<file path="src/rtl/event_wake_responder.sv">
// Named-event wake responder: per-slot IDLE/ARMED/WAKE waiters with @-race semantics.
// Define EVT_DROP_CNT_EN to add the saturating dropped-trigger counter (drop_cnt_o).
module event_wake_responder #(
    parameter int unsigned NUM_EVT    = 4,
    parameter int unsigned NUM_WAITER = 3,
    parameter int unsigned CNT_W      = 8,
    localparam int unsigned EW        = (NUM_EVT > 2) ? $clog2(NUM_EVT) : 1
) (
    input  logic                       clk,
    input  logic                       rst_n,
    input  logic [NUM_EVT-1:0]         trig_i,
    input  logic [NUM_WAITER-1:0]      arm_valid_i,
    input  logic [NUM_WAITER*EW-1:0]   arm_evt_i,
    output logic [NUM_WAITER-1:0]      arm_ready_o,
    input  logic [NUM_WAITER-1:0]      cancel_i,
    output logic [NUM_WAITER-1:0]      wake_o,
    output logic [NUM_WAITER-1:0]      armed_o,
    output logic [NUM_WAITER-1:0]      arm_err_o
`ifdef EVT_DROP_CNT_EN
    ,
    output logic [CNT_W-1:0]           drop_cnt_o
`endif
);

    localparam int unsigned NPAD = 1 << EW;

    typedef enum logic [1:0] {StIdle, StArmed, StWake} state_t;

    state_t                state_q [NUM_WAITER];
    state_t                state_d [NUM_WAITER];
    logic   [EW-1:0]       evt_q   [NUM_WAITER];
    logic   [EW-1:0]       evt_d   [NUM_WAITER];
    logic   [NUM_WAITER-1:0] err_q, err_d;
    logic   [NPAD-1:0]     trig_pad;

    // Padding lets the latched index select a trigger bit without a range check.
    assign trig_pad = NPAD'(trig_i);

    always_comb begin
        for (int w = 0; w < NUM_WAITER; w++) begin
            state_d[w] = state_q[w];
            evt_d[w]   = evt_q[w];
            err_d[w]   = 1'b0;
            unique case (state_q[w])
                StIdle: begin
                    if (arm_valid_i[w]) begin
                        if (32'(arm_evt_i[w*EW +: EW]) < NUM_EVT) begin
                            evt_d[w]   = arm_evt_i[w*EW +: EW];
                            state_d[w] = StArmed;
                        end else begin
                            err_d[w] = 1'b1;
                        end
                    end
                end
                StArmed: begin
                    if (cancel_i[w]) begin
                        state_d[w] = StIdle;
                    end else if (trig_pad[evt_q[w]]) begin
                        state_d[w] = StWake;
                    end
                end
                StWake:  state_d[w] = StIdle;
                default: state_d[w] = StIdle;
            endcase
        end
    end

    always_ff @(posedge clk or negedge rst_n) begin
        if (!rst_n) begin
            for (int w = 0; w < NUM_WAITER; w++) begin
                state_q[w] <= StIdle;
                evt_q[w]   <= '0;
            end
            err_q <= '0;
        end else begin
            for (int w = 0; w < NUM_WAITER; w++) begin
                state_q[w] <= state_d[w];
                evt_q[w]   <= evt_d[w];
            end
            err_q <= err_d;
        end
    end

    always_comb begin
        for (int w = 0; w < NUM_WAITER; w++) begin
            arm_ready_o[w] = (state_q[w] == StIdle);
            armed_o[w]     = (state_q[w] == StArmed);
            wake_o[w]      = (state_q[w] == StWake);
        end
    end

    assign arm_err_o = err_q;

`ifdef EVT_DROP_CNT_EN
    localparam logic [CNT_W-1:0] CNT_MAX = '1;

    logic [NPAD-1:0]  covered;
    logic [31:0]      drop_n;
    logic [31:0]      drop_sum;
    logic [CNT_W-1:0] cnt_q, cnt_d;

    // A trigger is consumed only by a slot that is armed and not cancelling this cycle.
    always_comb begin
        covered = '0;
        for (int w = 0; w < NUM_WAITER; w++) begin
            if (state_q[w] == StArmed && !cancel_i[w]) begin
                covered[evt_q[w]] = 1'b1;
            end
        end
        drop_n = '0;
        for (int e = 0; e < NUM_EVT; e++) begin
            if (trig_pad[e] && !covered[e]) begin
                drop_n = drop_n + 32'd1;
            end
        end
        drop_sum = 32'(cnt_q) + drop_n;
        cnt_d    = (drop_sum > 32'(CNT_MAX)) ? CNT_MAX : CNT_W'(drop_sum);
    end

    always_ff @(posedge clk or negedge rst_n) begin
        if (!rst_n) begin
            cnt_q <= '0;
        end else begin
            cnt_q <= cnt_d;
        end
    end

    assign drop_cnt_o = cnt_q;
`else
    // Counter disabled: no drop tracking state.
`endif

endmodule

</file>
<file path="config.mk">
export PLATFORM = sky130hd
export DESIGN_NAME = event_wake_responder
export DESIGN_NICKNAME = d
export VERILOG_FILES = /design/src/rtl/event_wake_responder.sv
export SDC_FILE = /design/constraint.sdc
export NUM_CORES = 1
export LEC_CHECK = 0
export CELL_PAD_IN_SITES_DETAIL_PLACEMENT = 0
export CELL_PAD_IN_SITES_GLOBAL_PLACEMENT = 1
export CORE_AREA = 2 2 58 49
export DETAILED_ROUTE_END_ITERATION = 12
export DIE_AREA = 0 0 60 51
export GPL_ROUTABILITY_DRIVEN = 0
export PLACE_DENSITY = 0.82
export SLEW_MARGIN = 0
export SYNTH_ARGS = -nofsm -noshare
export SYNTH_HDL_FRONTEND = slang
export SYNTH_SLANG_ARGS = --single-unit
</file>
<file path="constraint.sdc">
create_clock -name clk -period 1 [get_ports clk]
set_input_delay 0.3 -clock clk [delete_from_list [all_inputs] [get_ports clk]]
set_output_delay 0.3 -clock clk [all_outputs]
set_load 0.02 [all_outputs]
</file>
==> results of run 1 <==
[metal layers]
| metal | vias up | wire (um) | track usage |
|---|---|---|---|
| met3 | 4 | 86 | 0.0329 |
| met4 | 0 | 46 | 0.100 |
| met1 | 232 | 555 | 0.109 |
| li1 | 228 | - | - |
| met2 | 20 | 584 | 0.138 |
| met5 | - | 0 | 0 |
[cell usage in the layout, fill, tap and decap left out]
master,n
o21bai_1,3
mux2_4,6
or3b_4,3
nor2b_4,2
buf_6,6
clkbuf_4,3
dlygate4sd2_1,4
clkdlybuf4s50_1,13
buf_12,1
buf_4,9
nor2b_1,5
clkbuf_8,1
dfrtp_2,2
nor2b_2,2
nor3b_4,3
dfrtp_1,10
mux4_2,3
nor2_1,3
conb_1,3
[power groups by stage]
stage | Combinational, mW | Clock [mW] | Sequential (mW)
2_1_floorplan | 0.752 | 0 | 0.833
3_5_place_dp | 1.16 | 0 | 0.860
5_1_grt | 1.51 | 0.417 | 0.917
4_1_cts | 1.34 | 0.390 | 0.851
3_3_place_gp | 1.14 | 0 | 0.851
6_report | 1.41 | 0.381 | 0.878
[area by class of cell]
| type | instances | area [um2] |
|---|---|---|
| Clock buffer | 4 | 36.3 |
| Fill cell | 251 | 1500 |
| Multi-Input combinational cell | 33 | 369 |
| Sequential cell | 12 | 303 |
| Tap cell | 38 | 47.5 |
| Timing Repair Buffer | 33 | 320 |
[worst max-delay path: cells and delay by family, from the launching register on]
family	cells	cell delay (ps)
simple gates	1	170
flops	1	400
buf+inv	1	150
[metrics by stage]
step / setup TNS, ps / hold WS, ps / cell area [um2] / instances
3_5_place_dp: -9410 / 488 / 973 / 115
4_1_cts: -4850 / 345 / 1040 / 120
2_1_floorplan: -965 / 4.41 / 653 / 51
3_3_place_gp: -9080 / 491 / 973 / 115
6_report: -4880 / 341 / 1080 / 120
5_1_grt: -6040 / 336 / 1080 / 120
[how the worst max path moves through the flow]
| stage | depth (start not counted) | slack [ps] | to |
|---|---|---|---|
| after global routing | 2 | -380 | wake_o[2] |
| after CTS | 2 | -290 | wake_o[2] |
| final | 2 | -290 | wake_o[2] |
| after global placement | 3 | -470 | state_q[1] |
| after floorplan | 2 | -80 | evt_q[0] |
| after detailed placement | 3 | -490 | state_q[3] |
[flip-flops by register name (all words and copies together), names as in the netlist]
signal / cells
state_q: 6
evt_q: 6
[timing repair]
item                                    in CTS  in global routing
buffers inserted                             1                  0
endpoints found under the setup margin      21                 21
pin swaps                                   10                  6
cloned                                       0                  0
gates resized for setup                     60                 12
[cell families (layout without fill, tap and decap cells)]
family / after synthesis / in the layout / share of synthesized area
other cells: 1 / 3 / 0.00588
compound gates: 3 / 3 / 0.0353
buf+inv: 6 / 37 / 0.0706
simple gates: 18 / 18 / 0.206
mux: 9 / 9 / 0.212
flops: 12 / 12 / 0.471
==> results.tsv, run 1 <==
metric	value	unit
status	finished, violations left	
violated checks	setup timing	
hold_buf cts	0	
Syn Inst Count	49	
diode count	0	
clock input transition at the sequential cells of the worst setup and hold paths	70	ps
sequential area share after synthesis	0.471	
final routed wirelength across all metal layers	1270	um
clock tree root buffer cell	clkbuf_4	
number of warnings printed during yosys synthesis	0	
PortBufs	26	
Comb power frac	0.528	
reg-to-reg endpoint	evt_q[5]	
Hold Vio Cnt, Final	0	
DIE AREA	3060	um2
most area-consuming cells after synthesis	dfrtp_1 47%, mux2_1 11%, mux4_2 11%, nor2b_1 8.8%, buf_4 7.1%	
Critical Path Slowest Stage Cell	dfrtp_1	
least setup slack across all paths after layout	-290	ps
initial detailed-routing violation count	3	
leakage power	0.472	nW
worst clock skew	1.42	ps
final count of negative-setup-slack endpoints	21	
total global routing overflow	0	
maximum VDD drop	471	uV
minimum period implied by the final worst setup slack	1290	ps
Setup crit start	state_q[1]	
critical path launch point type	flip-flop	
list of most frequent post-synthesis cells	12 x dfrtp_1, 9 x nor2b_1, 6 x buf_4, 6 x mux2_1	
DRC violations left	0	
number of top-level pins	30	
Unique masters post-synth	10	
pin count of the biggest net entering global routing	13	
slowest cell delay on critical path	400	ps
setup repair after global routing missed its margin	true	
Setup crit end kind	output port	
TritonCTS clock tree	built	
Post-layout nets	101	
worst slack at placement	-492	ps
wire length of the first global-routing pass	2070	um
post-route core utilization	0.418	
portion of total power attributed to the clock network	0.143	
final count of pins violating max slew	0	
vias in the first global route	497	
flip-flop cell with the highest count after synthesis	dfrtp_1	
NetSw	868	uW
achievable clock frequency	775	MHz
die boundary height	51	um
pwr/cell area	2480	nW/um2
initial standard-cell utilization of the core	0.248	
Area growth syn-to-layout	68.6	%
number of synthesized flops with an enable pin	0	
routed wire length per instance	10.6	um
crit path max fanout	4	
type of the tightest min-delay check	in2async	
routed via count	484	
fraction of layout instances using a drive strength above 1	0.500	
horizontal die dimension	60	um
number of synthesized register bits	12	
standard cell core area	2570	um2
reg2reg setup slack	-270	ps
number of buffers added by the clock tree synthesis step	3	
number of detailed-routing iterations run before antenna repair	2	
total internal power	1.80	mW
crit path cell chain	nor2b_1 -> buf_4	
Avg Inst Size Synth	13.0	um2
most frequent cell after synthesis	dfrtp_1	
Total Routing Usage GR	0.0974	
Tcrit/Tclk final	1.29	
worst reg2reg path startpoint	state_q[4]	
relative contribution of sequential cells to total power	0.329	
HPWL reported at the end of detailed placement	970	um
Rows	17	
area share of the largest cell type after synthesis	0.471	
number of max-capacitance violations reported	0	
netlist area before placement	638	um2
cell taking the most area after synthesis	dfrtp_1	
worst-skew pair later-pin latency	270	ps
antenna violations before repair	0	
H-tree levels	1	
ys async rst share	1.00	
maximum count of clock buffers along a single path	2	
cells on worst reg2reg path	3	
power consumption	2.67	mW
data required time of the critical path	700	ps
data arrival at the endpoint of the critical path	990	ps
net switching share of the total power	0.325	
number of nets still failing antenna checks after routing	0	
clk sink count	12	
type of the setup path with the least slack	reg2out	
vias per cell	4.03	
Power figures use the tool's default switching activity.
==> run 2: changes to the inputs <==
- CORE_AREA: 2 2 58 49 -> 2 2 53 45
- DIE_AREA: 0 0 60 51 -> 0 0 55 47
- GPL_ROUTABILITY_DRIVEN: 0 -> unset
- PLACE_DENSITY: 0.82 -> 0.91
- clock period: 1 -> 1.6 ns (I/O delays scaled with it)
==> run 2 against run 1 <==
  * The flow now finishes without violations
  * Via count shrank 3.5%
  * Final area shrank 15%
  * Global-route usage increased by 0.65 points
  * Non-clock buffer count down 2
  * Critical path depth unchanged
  * Register-to-register slack better by 580 ps
  * Largest power group unchanged
  * Final cell count is 13% lower
  * Worst hold slack improved by 160 ps
==> results.tsv, run 2 (synthesized netlist as in run 1, its figures left out) <==
metric	value	unit	change
die boundary height	47	um	-7.8%
setup repair after global routing missed its margin	false		
Tcrit/Tclk final	0.976		
antenna violations before repair	0		unchanged
placed cell area	930	um2	-4.5%
Critical Path End	arm_ready_o[1]		
Setup crit start	state_q[3]		
fraction of layout instances using a drive strength above 1	0.278		-0.222
portion of total power attributed to the clock network	0.134		-0.009
initial detailed-routing violation count	0		-3
routed wire length per instance	11.3	um	+6.5%
worst reg2reg path startpoint	state_q[3]		
hold_buf cts	0		unchanged
Area growth syn-to-layout	43.9	%	
status	finished clean		
post-CTS repair timing setup buffer count	0		-1
H-tree levels	1		unchanged
post-route standard cell area excluding fillers	918	um2	-15%
data arrival at the endpoint of the critical path	1080	ps	+90 ps
type of the tightest min-delay check	reg2reg		
clock tree root buffer cell	clkbuf_4		
reg2reg setup slack	310	ps	+580 ps
standard cell core area	2060	um2	-20%
leading registers by flop count	evt_q: 6 flops, state_q: 6 flops		
worst clock skew	0.221	ps	-1.20 ps
Post-layout nets	99		-2.0%
minimum period implied by the final worst setup slack	1560	ps	
TritonCTS clock tree	built		
most common library cell in the layout ignoring fill and taps	clkdlybuf4s50_1		
Rows	15		-2
cells on worst reg2reg path	3		unchanged
slowest cell delay on critical path	410	ps	about the same
pin count of the biggest net entering global routing	13		unchanged
number of nets still failing antenna checks after routing	0		unchanged
final count of negative-setup-slack endpoints	0		-100%
NetSw	466	uW	-46%
initial standard-cell utilization of the core	0.309		+0.0612
reg-to-reg endpoint	evt_q[3]		
final routed wirelength across all metal layers	1170	um	-7.7%
worst slack at placement	-103	ps	+389 ps
critical path launch point type	flip-flop		
Hold Vio Cnt, Final	0		unchanged
number of buffers added by the clock tree synthesis step	3		unchanged
Comb power frac	0.469		-0.059
DIE AREA	2590	um2	-16%
crit path max fanout	4		unchanged
maximum VDD drop	630	uV	+34%
post-route core utilization	0.445		+0.0268
relative contribution of sequential cells to total power	0.397		+0.068
GP Congestion	0.667		
fill cell instance count of the final layout	198		-21%
crit path cell chain	nor2_1 -> clkdlybuf4s15_1		
diode count	0		unchanged
pwr/cell area	1440	nW/um2	-42%
achievable clock frequency	640	MHz	
vias per cell	4.49		+11%
commonest cells after routing, fill and taps aside	17 x clkdlybuf4s50_1, 12 x dfrtp_1, 9 x nor2b_1, 6 x mux2_1, 6 x clkbuf_2		
wire length of the first global-routing pass	1870	um	-9.7%
clock input transition at the sequential cells of the worst setup and hold paths	70	ps	about the same
worst-skew pair later-pin latency	260	ps	about the same
Total Routing Usage GR	0.104		+0.00649
final count of pins violating max slew	0		unchanged
clk sink count	12		unchanged
net switching share of the total power	0.352		+0.0272
total global routing overflow	0		unchanged
Critical Path Slowest Stage Cell	dfrtp_1		
leakage power	0.402	nW	-15%
HPWL reported at the end of detailed placement	1030	um	+6.2%
PortBufs	26		unchanged
Setup crit end kind	output port		
vias in the first global route	454		-8.7%
number of max-capacitance violations reported	0		unchanged
DRC violations left	0		unchanged
number of detailed-routing iterations run before antenna repair	1		-1
routed via count	467		-3.5%
horizontal die dimension	55	um	-8.3%
least setup slack across all paths after layout	38.6	ps	+329 ps
data required time of the critical path	1120	ps	+420 ps
maximum count of clock buffers along a single path	2		unchanged
total internal power	857	uW	-52%
number of top-level pins	30		unchanged
setup_tns	0	ps	+4880 ps
type of the setup path with the least slack	reg2out		
## run 2: cell count changes in the layout (fill, tap and decap cells not counted), moves of 4 or more
cell and delta:
buf_6 -6, clkbuf_2 +6, mux2_1 +6, mux2_4 -6
buf_4 -4, clkdlybuf4s50_1 +4, dlygate4sd2_1 -4, nor2b_1 +4
## run 2: metal layers
metal / track usage / share of wire / vias to the layer above
li1: - / - / 224
met1: 0.137 / 0.44 / 224
met2: 0.169 / 0.49 / 19
met3: 0.0191 / 0.075 / 0
met4: 0.0439 / 0 / 0
met5: 0 / 0 / -
## run 2: timing repair
| action | 4_1_cts | 5_1_grt |
|---|---|---|
| setup endpoints to repair | 9 | 8 |
| pin swaps | 0 | 0 |
| endpoints found under the hold margin | 0 | 0 |
| gates resized for setup | 19 | 8 |
## run 2: how the worst min path moves through the flow
stage	to	slack, ps	cells past startpoint	startpoint
global placement	evt_q[1]	480	1	evt_q[1]
detailed placement	evt_q[3]	490	1	evt_q[3]
floorplan	evt_q[0]	180	0	rst_n
CTS	evt_q[3]	500	2	rst_n
global route	evt_q[5]	510	2	rst_n
finish	evt_q[3]	500	1	evt_q[3]
## run 2: worst max-delay path, delay by kind of cell (launching register included)
| kind | cells | cell delay, ps |
|---|---|---|
| buf+inv | 1 | 300 |
| flops | 1 | 410 |
| simple gates | 1 | 110 |
## run 2: power by group through the flow
stage	clock network, mW	logic [mW]	registers (mW)
final	0.177	0.621	0.526
after global routing	0.197	0.666	0.543
after CTS	0.184	0.663	0.528
after detailed placement	0	0.706	0.533
after global placement	0	0.687	0.528
after floorplan	0	0.459	0.518
## run 2: metrics by stage
| step | power (mW) | std cells | hold slack, ps |
|---|---|---|---|
| floorplan | 0.978 | 51 | 184 |
| global placement | 1.22 | 101 | 482 |
| detailed placement | 1.24 | 101 | 488 |
| CTS | 1.37 | 104 | 504 |
| global route | 1.41 | 104 | 515 |
| finish | 1.32 | 104 | 500 |
## run 2: final cells by class
cell class	count	area, um2	area share
clock buffers	3	22.5	0.0245
multi-input cells	33	300	0.327
repair buffers	31	264	0.287
flip-flops and latches	12	300	0.327
well taps	25	31.3	0.0341
